File: config.mk
export PLATFORM = sky130hd
export DESIGN_NAME = icg_bank
export DESIGN_NICKNAME = d
export VERILOG_FILES = /design/src/rtl/icg_bank.sv
export SDC_FILE = /design/constraint.sdc
export NUM_CORES = 1
export LEC_CHECK = 0
export CAP_MARGIN = 5
export CORE_ASPECT_RATIO = 1.75
export CORE_MARGIN = 2
export CORE_UTILIZATION = 52
export CTS_BUF_LIST = sky130_fd_sc_hd__clkbuf_8
export DETAILED_ROUTE_END_ITERATION = 6
export GPL_TIMING_DRIVEN = 0
export PLACE_DENSITY = 0.85
export SYNTH_ARGS = -nofsm -noshare
export SYNTH_HDL_FRONTEND = slang
export SYNTH_SLANG_ARGS = --single-unit
File: constraint.sdc
create_clock -name CLK -period 2.1 [get_ports CLK]
set_clock_uncertainty 0.2 [all_clocks]
set_input_delay 0.42 -clock CLK [delete_from_list [all_inputs] [get_ports CLK]]
set_output_delay 0.42 -clock CLK [all_outputs]
set_load 0.1 [all_outputs]
File: src/rtl/icg_bank.sv
// Multi-channel clock-gate controller: per-channel OFF/ON/DRAIN idle hold-off FSM
// feeding a latch-based glitch-free gate. Optional ICG_BANK_SOFTSTART_EN staggers wake-ups.
module icg_bank #(
    parameter int unsigned NCH    = 4,
    parameter int unsigned HOLD_W = 4
) (
    input  logic              CLK,
    input  logic              RST,
    input  logic              TE,
    input  logic [NCH-1:0]    E,
    input  logic [NCH-1:0]    FORCE,
    input  logic [HOLD_W-1:0] HOLD,
    output logic [NCH-1:0]    Q,
    output logic [NCH-1:0]    EN_STAT,
    output logic              IDLE
);

    typedef enum logic [1:0] {
        ST_OFF,
        ST_ON,
        ST_DRAIN
    } state_t;

    state_t            state_q [NCH];
    state_t            state_d [NCH];
    logic [HOLD_W-1:0] cnt_q   [NCH];
    logic [HOLD_W-1:0] cnt_d   [NCH];
    logic [NCH-1:0]    en_q;
    logic [NCH-1:0]    en_d;
    logic [NCH-1:0]    lat_q;
    logic [NCH-1:0]    req;
`ifdef ICG_BANK_SOFTSTART_EN
    logic              wake_taken;
`endif

    always_comb begin
        req = E | FORCE;
`ifdef ICG_BANK_SOFTSTART_EN
        wake_taken = 1'b0;
`endif
        for (int unsigned i = 0; i < NCH; i++) begin
            state_d[i] = state_q[i];
            cnt_d[i]   = cnt_q[i];
            case (state_q[i])
                ST_OFF: begin
                    if (req[i]) begin
`ifdef ICG_BANK_SOFTSTART_EN
                        // ascending scan: only the lowest-index waking channel is granted
                        if (!wake_taken) begin
                            state_d[i] = ST_ON;
                            wake_taken = 1'b1;
                        end
`else
                        state_d[i] = ST_ON;
`endif
                    end
                end
                ST_ON: begin
                    if (!req[i]) begin
                        if (HOLD == '0) begin
                            state_d[i] = ST_OFF;
                        end else begin
                            state_d[i] = ST_DRAIN;
                            cnt_d[i]   = HOLD;
                        end
                    end
                end
                ST_DRAIN: begin
                    if (req[i]) begin
                        state_d[i] = ST_ON;
                    end else if (cnt_q[i] == HOLD_W'(1)) begin
                        state_d[i] = ST_OFF;
                        cnt_d[i]   = '0;
                    end else begin
                        cnt_d[i]   = cnt_q[i] - HOLD_W'(1);
                    end
                end
                default: begin
                    state_d[i] = ST_OFF;
                    cnt_d[i]   = '0;
                end
            endcase
            if (RST) begin
                state_d[i] = ST_OFF;
                cnt_d[i]   = '0;
            end
            en_d[i] = (state_d[i] != ST_OFF);
        end
    end

    always_ff @(posedge CLK) begin
        for (int unsigned i = 0; i < NCH; i++) begin
            state_q[i] <= state_d[i];
            cnt_q[i]   <= cnt_d[i];
        end
        en_q <= en_d;
    end

    // Enable is captured only while CLK is low, so a high phase is never cut short.
    always_latch begin
        if (!CLK) begin
            lat_q <= en_q;
        end
    end

    assign Q       = {NCH{CLK}} & (lat_q | {NCH{TE}});
    assign EN_STAT = en_q;
    assign IDLE    = ~|en_q;

endmodule

==> flow_summary_export.csv <==
group,metric,value,unit
setup_path,critPathCaptureType,"primary output",
drt,ant_nets,0,
synthesis,synthArstFlopShare,0,
clock_network,cts_tree,"done",
global_route,grt_usage,0.2626,
finish,drive_gt1_frac,0.1918,
setup_path,crit_start,"lat_q[0]",
timing,worst_slack,-0.6920,ns
run_status,violations,"setup timing",
global_route,antenna_found_initial,0,
floorplanning,die_h,88.53,um
place,gp_congestion,0.9397,
timing,finalSetupViolCount,4,
timing,slew-limit-headroom,0.6232,
clock_network,clk_pin_slew_worst_paths,0.07,ns
floorplanning,fp-row-count,30,
synthesis,netlist_area,2123,um2
place,placed_cell_area,2464,um2
finish,nFillCells,313,
pwr,power.leakage,1.013,nW
clock_network,postCtsHoldBufs,0,
synthesis,netlist.area_leader.share,0.2640,
finish,finalNetCount,330,
timing,hold_violations,0,
finish,fin_util,0.6981,
setup_path,crit_fanout,1,
synthesis,synth_seq_cells,32,
setup_path,path_class,"latch2out",
place,hpwlAfterDp,3690,um
floorplanning,initial_utilization,0.5439,
synthesis,synth_area_leaders,"dfxtp_1 26%, ha_1 14%, inv_1 4.6%",
synthesis,synth-edff-count,0,
drt,vias_per_cell,6.126,
global_route,grt_pass1_wl,8990,um
setup_path,cp.required,1.48,ns
timing,final-max-slew-violation-count,0,
finish,diodes,0,
synthesis,avgSynthCellArea,8.294,um2
finish,area_growth,28.34,%
drt,drt_iter0_markers,71,
drt,first_pass_iters,4,
clock_network,clk_latency,0.39,ns
setup_path,crit_chain,"o21a_4 -> buf_12",
pwr,p_total,2.915,mW
pwr,powerDensity,1070,nW/um2
floorplanning,fp.dieW,52.31,um
floorplanning,io_pins,24,
finish,multi_input_area,1468,um2
synthesis,yosysMostFrequentCell,"dfxtp_1",
finish,fin_area,2725,um2
setup_path,crit_path_start_kind,"latch",
global_route,grt_max_degree,11,
synthesis,synthCells,256,
timing,worst_slew_pin_slew,0.5652,ns
finish,instances_no_fill,340,
synthesis,synth-main-ff-cell,"dfxtp_1",
synthesis,yosysUniqueCellTypes,47,
global_route,grt_pass1_vias,2162,
drt,drt-total-wl,5398,um
floorplanning,die-area,4631,um2
drt,wire_per_inst,15.88,um
synthesis,synth_largest_area_cell,"dfxtp_1",
timing,rsz0062_at_grt,"yes",
synthesis,yosys-top-cells-count,"28 x dfxtp_1, 26 x inv_1, 24 x ha_1",
run_status,status,"finished, violations left",
timing,whs,0.2533,ns
pwr,vdd_drop_max,0.0009412,V
setup_path,worstReg2RegStart,"state_q[1][1]",
place,pre_cts_ws,-1.178,ns
finish,seqCellArea,630.6,um2
drt,drcViolationCount,0,
setup_path,cpPeakStageDelay,0.41,ns
synthesis,synth_warnings,0,
place,io_buffers,23,
timing,finalSetupTns,-2.732,ns
setup_path,worstRegToRegCells,6,
setup_path,slowest_stage,"dlxtn_2",
place,placed_cells,327,
setup_path,cp.arrival,2.17,ns
synthesis,syn_nets,295,
setup_path,rrSetupSlack,0.06,ns
floorplanning,core_area,3904,um2
worst_hold_path,hold_path_class,"reg2latch",
drt,vias,2083,
job,maxCapViolCount,0,
setup_path,r2r_end,"EN_STAT[1]",
global_route,grt-ovfl-total,0,
setup_path,endpoint,"Q[0]",
-- repair_timing --
item | in CTS | in global routing
endpoints found under the setup margin | 17 | 18
buffers inserted | 0 | 2
resized for setup | 60 | 11
pin swaps | 1 | 1
-- area by class of cell --
type                    instances  area share
well taps                      48     0.02204
flip-flops and latches         32      0.2314
repair buffers                 21     0.07622
clock inverters                 1    0.001377
inverters                      26     0.03581
multi-input cells             190      0.5386
plain buffers                   7    0.009642
clock buffers                  15     0.08494
-- sequential cells by signal, summed over array words and instances (netlist names) --
name / cells
cnt_q: 16
state_q: 8
EN_STAT: 4
lat_q: 4
-- critical path, delay by kind of cell, from the launching register on --
family,cells,cell delay (ns)
compound gates,1,0.13
buf+inv,1,0.17
latches,1,0.41
-- layer usage --
layer / global-route usage / vias up / share of wire
met1: 0.2534 / 980 / 0.37
li1: - / 1001 / -
met2: 0.4580 / 81 / 0.53
met5: 0 / - / 0
met3: 0.05743 / 21 / 0.057
met4: 0.2168 / 0 / 0.041
-- report_power, final --
| part | switching [mW] | total (mW) | internal [mW] |
|---|---|---|---|
| clock | 0.798 | 1.56 | 0.763 |
| sequential | 0.0550 | 0.702 | 0.647 |
| combinational | 0.420 | 0.652 | 0.232 |
-- cell usage in the layout (no fill, tap or decap), types with 5 or more instances in the layout --
| master | netlist | final |
|---|---|---|
| inv_1 | 26 | 27 |
| ha_1 | 24 | 24 |
| dfxtp_1 | 28 | 24 |
| nand2_1 | 20 | 20 |
| a21oi_1 | 18 | 18 |
| nor2_1 | 14 | 14 |
| clkbuf_8 | 0 | 11 |
| clkdlybuf4s50_1 | 0 | 11 |
| o21ai_0 | 13 | 10 |
| nand3_1 | 9 | 9 |
| clkbuf_1 | 8 | 7 |
| nor2b_1 | 5 | 5 |
-- how the worst min path moves through the flow --
| stage | cells past startpoint | startpoint | slack, ns | end |
|---|---|---|---|---|
| finish | 0 | EN_STAT[3] | 0.25 | lat_q[3] |
| global route | 0 | EN_STAT[3] | 0.26 | lat_q[3] |
| CTS | 0 | EN_STAT[3] | 0.26 | lat_q[3] |
| detailed placement | 0 | EN_STAT[1] | 0.23 | lat_q[1] |
| global placement | 0 | EN_STAT[1] | 0.22 | lat_q[1] |
| floorplan | 2 | cnt_q[1][1] | 0.24 | cnt_q[1][1] |
-- cell families after synthesis --
kind of cell,count (synthesis),share of synthesized area
DFF,28,0.2640
and+or+nand+nor,80,0.2080
latches,4,0.02829
muxes,2,0.009429
AOI/OAI and AO/OA,84,0.2888
buffers and inverters,34,0.06010
adders and majority gates,24,0.1414
Power figures use the tool's default switching activity.
